--- config.mk ---
export PLATFORM = sky130hd
export DESIGN_NAME = alu_arbiter_flat
export DESIGN_NICKNAME = d
export VERILOG_FILES = /design/src/rtl/alu_arb_pkg.sv /design/src/rtl/alu_arbiter_if.sv /design/src/rtl/alu_arbiter_rr_arb2.sv /design/src/rtl/alu_arbiter.sv /design/src/flat_wrapper.sv
export SDC_FILE = /design/constraint.sdc
export NUM_CORES = 1
export LEC_CHECK = 0
export ABC_AREA = 1
export CAP_MARGIN = 20
export CORE_ASPECT_RATIO = 0.7
export CORE_MARGIN = 5
export CORE_UTILIZATION = 38
export CTS_BUF_LIST = sky130_fd_sc_hd__clkbuf_4 sky130_fd_sc_hd__clkbuf_8
export DETAILED_ROUTE_END_ITERATION = 7
export PLACE_DENSITY = 0.78
export SLEW_MARGIN = 20
export SYNTH_ARGS = -nofsm -noshare
export SYNTH_HDL_FRONTEND = slang
export SYNTH_SLANG_ARGS = --single-unit
--- constraint.sdc ---
create_clock -name clk -period 2 [get_ports clk]
set_input_delay 0.6 -clock clk [delete_from_list [all_inputs] [get_ports clk]]
set_output_delay 0.6 -clock clk [all_outputs]
set_load 0.1 [all_outputs]
--- src/rtl/alu_arb_pkg.sv ---
// Shared types and defaults for the two-requester ALU arbiter.
// Holds the FSM state enum, width defaults and the saturating counter helper.
package alu_arb_pkg;

  localparam int DATA_W_DEF = 32;
  localparam int OP_W_DEF   = 4;
  localparam int CNT_W      = 16;

  typedef enum logic [1:0] {
    IDLE = 2'd0,
    EXEC = 2'd1,
    RESP = 2'd2
  } state_e;

  function automatic logic [CNT_W-1:0] sat_inc(input logic [CNT_W-1:0] v);
    return (v == {CNT_W{1'b1}}) ? v : v + 1'b1;
  endfunction

endpackage

--- src/rtl/alu_arbiter_if.sv ---
// Bundle of the requester, shared-ALU and response channels of alu_arbiter.
// The master modport is the surrounding system; the slave modport is the arbiter.
interface alu_arbiter_if
  import alu_arb_pkg::*;
#(
  parameter int DATA_W = DATA_W_DEF,
  parameter int OP_W   = OP_W_DEF
);

  logic              req0_valid;
  logic              req0_ready;
  logic [OP_W-1:0]   req0_op;
  logic [DATA_W-1:0] req0_a;
  logic [DATA_W-1:0] req0_b;

  logic              req1_valid;
  logic              req1_ready;
  logic [OP_W-1:0]   req1_op;
  logic [DATA_W-1:0] req1_a;
  logic [DATA_W-1:0] req1_b;

  logic [OP_W-1:0]   alu_op;
  logic [DATA_W-1:0] alu_a;
  logic [DATA_W-1:0] alu_b;
  logic [DATA_W-1:0] alu_result;

  logic              rsp_valid;
  logic              rsp_ready;
  logic              rsp_id;
  logic [DATA_W-1:0] rsp_data;

  modport master (
    output req0_valid, req0_op, req0_a, req0_b,
    output req1_valid, req1_op, req1_a, req1_b,
    output alu_result, rsp_ready,
    input  req0_ready, req1_ready,
    input  alu_op, alu_a, alu_b,
    input  rsp_valid, rsp_id, rsp_data
  );

  modport slave (
    input  req0_valid, req0_op, req0_a, req0_b,
    input  req1_valid, req1_op, req1_a, req1_b,
    input  alu_result, rsp_ready,
    output req0_ready, req1_ready,
    output alu_op, alu_a, alu_b,
    output rsp_valid, rsp_id, rsp_data
  );

endinterface

--- src/rtl/alu_arbiter_rr_arb2.sv ---
// Combinational two-way round-robin picker: on a tie the requester that was
// not granted last wins; a lone valid requester always wins.
module rr_arb2 (
  input  logic [1:0] valid,
  input  logic       last,
  output logic [1:0] grant,
  output logic       grant_id
);

  always_comb begin
    grant_id = 1'b0;
    grant    = 2'b00;
    if (valid == 2'b11) begin
      grant_id = ~last;
    end else if (valid[1]) begin
      grant_id = 1'b1;
    end
    if (|valid) begin
      grant = grant_id ? 2'b10 : 2'b01;
    end
  end

endmodule

--- src/rtl/alu_arbiter.sv ---
// Arbitrates two requesters onto one shared combinational ALU and returns the
// result on a single response channel (IDLE -> EXEC -> RESP).
module alu_arbiter
  import alu_arb_pkg::*;
#(
  parameter int DATA_W = DATA_W_DEF,
  parameter int OP_W   = OP_W_DEF
) (
  input  logic             clk,
  input  logic             rst_n,
  alu_arbiter_if.slave     bus,
  output logic [CNT_W-1:0] grant_cnt0,
  output logic [CNT_W-1:0] grant_cnt1
);

  state_e            state_q;
  state_e            state_d;
  logic [1:0]        grant;
  logic              grant_id;
  logic              accept;
  logic              last_q;
  logic [OP_W-1:0]   op_q;
  logic [DATA_W-1:0] a_q;
  logic [DATA_W-1:0] b_q;
  logic [DATA_W-1:0] rsp_data_q;
  logic              rsp_id_q;
  logic [CNT_W-1:0]  cnt0_q;
  logic [CNT_W-1:0]  cnt1_q;

  rr_arb2 u_pick (
    .valid    ({bus.req1_valid, bus.req0_valid}),
    .last     (last_q),
    .grant    (grant),
    .grant_id (grant_id)
  );

  // Ready depends only on state, valids, the last-grant pointer and reset,
  // never on the ALU result or the response handshake.
  always_comb begin
    state_d        = state_q;
    accept         = 1'b0;
    bus.req0_ready = 1'b0;
    bus.req1_ready = 1'b0;
    case (state_q)
      IDLE: begin
        if (rst_n && (|grant)) begin
          accept         = 1'b1;
          bus.req0_ready = grant[0];
          bus.req1_ready = grant[1];
          state_d        = EXEC;
        end
      end
      EXEC:    state_d = RESP;
      RESP:    if (bus.rsp_ready) state_d = IDLE;
      default: state_d = IDLE;
    endcase
  end

  // last_q doubles as the latched id of the operation in flight.
  always_ff @(posedge clk or negedge rst_n) begin
    if (!rst_n) begin
      state_q    <= IDLE;
      last_q     <= 1'b1;
      op_q       <= '0;
      a_q        <= '0;
      b_q        <= '0;
      rsp_data_q <= '0;
      rsp_id_q   <= 1'b0;
    end else begin
      state_q <= state_d;
      if (accept) begin
        last_q <= grant_id;
        op_q   <= grant_id ? bus.req1_op : bus.req0_op;
        a_q    <= grant_id ? bus.req1_a  : bus.req0_a;
        b_q    <= grant_id ? bus.req1_b  : bus.req0_b;
      end
      if (state_q == EXEC) begin
        rsp_data_q <= bus.alu_result;
        rsp_id_q   <= last_q;
      end
    end
  end

  always_ff @(posedge clk or negedge rst_n) begin
    if (!rst_n) begin
      cnt0_q <= '0;
      cnt1_q <= '0;
    end else begin
      if (accept && grant[0]) cnt0_q <= sat_inc(cnt0_q);
      if (accept && grant[1]) cnt1_q <= sat_inc(cnt1_q);
    end
  end

  assign bus.alu_op    = op_q;
  assign bus.alu_a     = a_q;
  assign bus.alu_b     = b_q;
  assign bus.rsp_valid = (state_q == RESP);
  assign bus.rsp_id    = rsp_id_q;
  assign bus.rsp_data  = rsp_data_q;
  assign grant_cnt0    = cnt0_q;
  assign grant_cnt1    = cnt1_q;

endmodule
--- src/flat_wrapper.sv ---
// flat-port wrapper written by rule: the top's interface ports become plain ports
module alu_arbiter_flat import alu_arb_pkg::*;
#(
  parameter int DATA_W = DATA_W_DEF,
  parameter int OP_W   = OP_W_DEF
)
  (clk, rst_n, grant_cnt0, grant_cnt1, bus_req0_valid, bus_req0_op, bus_req0_a, bus_req0_b, bus_req1_valid, bus_req1_op, bus_req1_a, bus_req1_b, bus_alu_result, bus_rsp_ready, bus_req0_ready, bus_req1_ready, bus_alu_op, bus_alu_a, bus_alu_b, bus_rsp_valid, bus_rsp_id, bus_rsp_data);
  alu_arbiter_if #(.DATA_W(DATA_W), .OP_W(OP_W)) bus_i ();
  input  logic clk;
  input  logic rst_n;
  output logic [CNT_W-1:0] grant_cnt0;
  output logic [CNT_W-1:0] grant_cnt1;
  input wire logic [$bits(bus_i.req0_valid)-1:0] bus_req0_valid;
  input wire logic [$bits(bus_i.req0_op)-1:0] bus_req0_op;
  input wire logic [$bits(bus_i.req0_a)-1:0] bus_req0_a;
  input wire logic [$bits(bus_i.req0_b)-1:0] bus_req0_b;
  input wire logic [$bits(bus_i.req1_valid)-1:0] bus_req1_valid;
  input wire logic [$bits(bus_i.req1_op)-1:0] bus_req1_op;
  input wire logic [$bits(bus_i.req1_a)-1:0] bus_req1_a;
  input wire logic [$bits(bus_i.req1_b)-1:0] bus_req1_b;
  input wire logic [$bits(bus_i.alu_result)-1:0] bus_alu_result;
  input wire logic [$bits(bus_i.rsp_ready)-1:0] bus_rsp_ready;
  output wire logic [$bits(bus_i.req0_ready)-1:0] bus_req0_ready;
  output wire logic [$bits(bus_i.req1_ready)-1:0] bus_req1_ready;
  output wire logic [$bits(bus_i.alu_op)-1:0] bus_alu_op;
  output wire logic [$bits(bus_i.alu_a)-1:0] bus_alu_a;
  output wire logic [$bits(bus_i.alu_b)-1:0] bus_alu_b;
  output wire logic [$bits(bus_i.rsp_valid)-1:0] bus_rsp_valid;
  output wire logic [$bits(bus_i.rsp_id)-1:0] bus_rsp_id;
  output wire logic [$bits(bus_i.rsp_data)-1:0] bus_rsp_data;
  assign bus_i.req0_valid = bus_req0_valid;
  assign bus_i.req0_op = bus_req0_op;
  assign bus_i.req0_a = bus_req0_a;
  assign bus_i.req0_b = bus_req0_b;
  assign bus_i.req1_valid = bus_req1_valid;
  assign bus_i.req1_op = bus_req1_op;
  assign bus_i.req1_a = bus_req1_a;
  assign bus_i.req1_b = bus_req1_b;
  assign bus_i.alu_result = bus_alu_result;
  assign bus_i.rsp_ready = bus_rsp_ready;
  assign bus_req0_ready = bus_i.req0_ready;
  assign bus_req1_ready = bus_i.req1_ready;
  assign bus_alu_op = bus_i.alu_op;
  assign bus_alu_a = bus_i.alu_a;
  assign bus_alu_b = bus_i.alu_b;
  assign bus_rsp_valid = bus_i.rsp_valid;
  assign bus_rsp_id = bus_i.rsp_id;
  assign bus_rsp_data = bus_i.rsp_data;
  alu_arbiter #(.DATA_W(DATA_W), .OP_W(OP_W)) u_core (.clk(clk), .rst_n(rst_n), .bus(bus_i), .grant_cnt0(grant_cnt0), .grant_cnt1(grant_cnt1));
endmodule
# Yosys cells after proc, flatten, opt, wreduce, memory -nomap -nowiden
# Index checks and enable logic that the tools add are counted.
[totals]
output_inout_bits = 136
elab_cells = 46
ramBits = 0
register_bits = 136
n_memories = 0
romBits = 0
latchBits = 0
[classes]
mux = 16
div_mod_pow = 0
multipliers = 0
reduce_logical = 9
bitwise_logic = 3
n_eq_ne = 7
add_sub_neg = 2
shifts = 0
magnitude_cmp = 0
[ops]
columns = ["operator", "count"]
rows = [
  ["$mux 32", 2],
  ["$add 16x1->16 const B", 2],
  ["$eq 16x16->1 const B", 2],
  ["$mux 1", 8],
  ["$mux 2", 4],
  ["$pmux 2 s3", 1],
  ["$reduce_and 2->1", 3],
  ["$eq 2x2->1 const B", 2],
  ["$mux 4", 1],
  ["$reduce_or 2->1", 2],
  ["$logic_and 1x1->1", 3],
  ["$not 1->1", 3],
  ["$eq 2x1->1 const B", 1],
  ["$logic_not 2->1", 1],
  ["$ne 2x1->1 const B", 1],
  ["$ne 2x2->1 const B", 1],
]

# Depth between registers and ports, before layout
[logic_depth]
word_depth = 10
mapped_depth = 10
ltp_nobuf = 9

# Hierarchy
# From an unflattened synthesis, not the netlist that was laid out.
[unflattened]
cells_unflattened = 780
hier_area_um2 = 6531.3
[modules_own_cells]
columns = ["module", "seq_area_each_um2", "cells_each", "area_per_inst_um2", "instances"]
rows = [
  ["alu_arbiter", 3404.5, 774, 6506.2, 1],
  ["rr_arb2", 0.0, 6, 25.0, 1],
]

# Worst setup path after synthesis
# Ideal clock, no wire load.
[synth_timing]
path_kind = "register to register"
from = "reg u_core.cnt1_q[0] (netlist: u_core.grant_cnt1[0])"
to = "reg u_core.cnt1_q[10] (netlist: u_core.grant_cnt1[10])"
setup_ns = 0.068
arrival_time_ns = 2.209
path_stages_with_launch = 10
slack_ns = -0.277
cell_sequence = "dfrtp_1 ha_1 nand2_1 nor2_1 nand2_1 nor2_2 nor2_4 inv_1 nand2_1 nand2_1"
[synth_between]
elab_chain_len = 3
elab_cells_between_ends = 4
classes_between = "1 x add/sub; 1 x eq/ne; 1 x bitwise; 1 x reduce/logical"
[synth_rtl]
columns = ["element", "line", "text"]
rows = [
  ["from (decl)", "alu_arbiter.sv:28", "logic [CNT_W-1:0] cnt1_q;"],
  ["from (signal assigned)", "alu_arbiter.sv:90", "if (accept && grant[1]) cnt1_q <= sat_inc(cnt1_q);"],
  ["branches (longest 3 deep; another with $add 16x1->16)", "-", ""],
]
# Several ways; the timed one is not identified.
# A chain may end at the register's enable or synchronous reset.

# Worst setup path in the final report
[layout_timing]
from = "reg u_core.state_q[1]"
to = "out bus_req1_ready"
[layout_between]
elab_chain_len = 2
[layout_rtl]
columns = ["element", "line", "text"]
rows = [
  ["from (decl)", "alu_arbiter.sv:16", "state_e state_q;"],
  ["from (signal assigned)", "alu_arbiter.sv:70", "state_q <= state_d;"],
  ["$logic_not 2->1", "alu_arbiter.sv:44", "case (state_q)"],
  ["$mux 1", "alu_arbiter.sv:44", ""],
  ["to (decl)", "flat_wrapper.sv:24", "output wire logic [$bits(bus_i.req1_ready)-1:0] bus_req1_ready;"],
]
# No other way between the ends.

==> run metrics <==
clk_skew 12.76 ps; Yosys top cell area share a little over half; DRT antenna net count 0; Routed WL about 22,000 um; IO Port Bufs between 300 and 400; setup ws final -106.2 ps; routed length per placed instance approximately 16 um; top post-synthesis cells by area dfrtp_1, nand2_1, nand3_1; Final Cycle Share 105.3%; DIE HEIGHT approximately 120 um; status finished with violations; number of global-route vias before repair slightly above 6,000; sequential area share after synthesis between 50 and 60%; Post-Syn Area ~6300 um^2; max-slew violation count 0; DRT iter0 DRCs ~500; failing checks setup timing; drt pass-1 iters 5; max incr delay on CP around 430 ps; DRC Markers 0; final hold vios 0; Site Rows 39; Layout Nets between 1,000 and 1,500; initial core utilization between 30% and 40%; Period minus WS final between 2000 and 2500 ps; most used cell, CP nand2_4; # setup viols final 3; max_slew headroom about half; Mapped Nets about 900; Slew @ Worst Pin roughly 760 ps; largest net degree at the start of global routing ~140; most frequent cells in the layout nand2_1, clkdlybuf4s50_1, buf_12, dfrtp_1, nand3_1; Yosys cell types 25; Max FO, Critical Path 3; Crit. End Element output pin; maxcap violations 0; Synth area leader dfrtp_1; Mean Syn Cell Area about 8.4 um^2; Required @ worst endpoint approximately 1400 ps; RSZ-0062 raised after global routing yes; I/O pin count 309; clk sinks 136; Max Clk Rate about 470 MHz; share of cells above drive strength 1 a little under a quarter; Worst Setup Start Kind flop; DP Wirelength between 15,000 and 20,000 um; R2R setup slack approximately 140 ps; register clock-pin slew on the reported worst setup and hold paths 90 ps; post-DR vias/cell roughly 4.8; CTS root buffer clkbuf_8; synthesized instance count about 740; Synth Register Bits ~140; Die Width approximately 160 um; detailed-route via count 6,250; worst-skew pair later-pin latency between 400 and 500 ps; CTS buffer count 17; HP Class in -> async; global-route wire length before repair around 33,000 um; die area a little under 20,000 um^2; GRT Total Usage 22.00%; commonest non-fill, non-tap cell in the layout nand2_1; P&R area growth vs syn 84.70%; Remaining Overflow, GRT 0; initial antenna violation count 2; Crit-path slowest cell dfrtp_1; number of H-tree levels 4; core box area between 15,000 and 20,000 um^2; Data arrival, critical path approximately 1500 ps; WS Path Type reg -> out; RePlAce Congestion between 0.8 and 0.9; Worst Hold Slack around 270 ps; CTS tree built; cells along the critical path nor2_4 -> nand2_4 -> nor2_8 -> nand2_4 -> inv_4 -> buf_12; Yosys Warn Count 0; clk buf depth 2
==> through the flow <==
stage	setup TNS, ps	instances	utilization (%)	instance area, um^2	setup WS (ps)
detailed placement	-26220	1271	68.07	11060	-386.0
global placement	-21450	1271	68.07	11060	-295.3
floorplan	0	743	-	6292	9.917
finish	-254.0	1312	71.28	11580	-106.2
global route	-576.2	1312	71.28	11580	-193.5
CTS	-425.3	1308	71.02	11540	-216.6
==> path summary, 6_finish.rpt <==
path,endpoint,cells after the start,from
min in group clk,u_core.last_q,2,u_core.last_q
hold reg to reg,u_core.last_q,2,u_core.last_q
hold / removal,u_core.grant_cnt1[7],2,rst_n
setup reg to reg,u_core.grant_cnt0[10],11,u_core.state_q[1]
setup / recovery,bus_req1_ready,6,u_core.state_q[1]
max in group asynchronous,u_core.grant_cnt0[2],2,rst_n
==> timing repair <==
item / in CTS / in global routing
setup endpoints to repair: 2 / 59
buffers inserted: 5 / 4
gates cloned: 0 / 0
hold buffers: 0 / 0
resized for setup: 6 / 6
pin swaps: 5 / 5
==> layer usage <==
| layer | vias to the layer above | wire [um] | global-route usage [%] |
|---|---|---|---|
| met5 | - | 0 | 0 |
| met4 | 0 | 600 | 8.434 |
| met3 | 44 | 2074 | 8.470 |
| met2 | 275 | 10530 | 36.19 |
| met1 | 2904 | 8437 | 26.04 |
| li1 | 3027 | - | - |
==> cells in the mapped netlist <==
library cell	n
inv_1	31
clkbuf_1	2
nand2_2	1
nor2_4	1
nand2_1	330
nand4_1	9
o22ai_1	6
dfstp_2	1
inv_2	3
nand2_4	2
nand3_1	79
mux2_2	32
o21ai_0	10
buf_4	8
nor2_1	50
buf_2	14
nand3b_1	1
o21ai_1	9
nor2_2	3
dfrtp_1	135
buf_6	2
nor2_8	1
xor2_1	10
ha_1	2
xnor2_1	1
==> worst max-delay path: cells and delay by family (launching register included) <==
family,cells,cell delay [ps]
buf+inv,2,220
flops,1,430
simple gates,4,400
==> flip-flops by register name (all words and copies together) (netlist names) <==
| name | flops |
|---|---|
| u_core.bus.alu_a | 32 |
| u_core.bus.alu_b | 32 |
| u_core.bus.alu_op | 4 |
| u_core.bus.rsp_data | 32 |
| u_core.bus.rsp_id | 1 |
| u_core.grant_cnt0 | 16 |
| u_core.grant_cnt1 | 16 |
| u_core.last_q | 1 |
| u_core.state_q | 2 |
==> area by class of cell <==
type                       count  area [um^2]
antenna                        2        5.005
clock buffer                  18        241.5
clock inverter                14        190.2
fill                        1176         4667
inverter                      34        132.6
multi-input combinational    547         2606
sequential                   136         3415
tap                          225        281.5
timing repair buffer         336         4711
==> cells by family after synthesis <==
logic type | Yosys count | share of synthesized area (%)
adder cells (fa/ha/maj) | 2 | 0.3990
flip-flops | 136 | 54.29
AO/OA/AOI/OAI | 25 | 2.115
XOR/XNOR | 11 | 1.536
multiplexers | 32 | 5.746
AND/OR/NAND/NOR | 477 | 31.32
buffers and inverters | 60 | 4.589
Power is left out: the tool's default activity adds up to more than one toggle a clock period on the data nets, which glitch-free logic cannot reach.
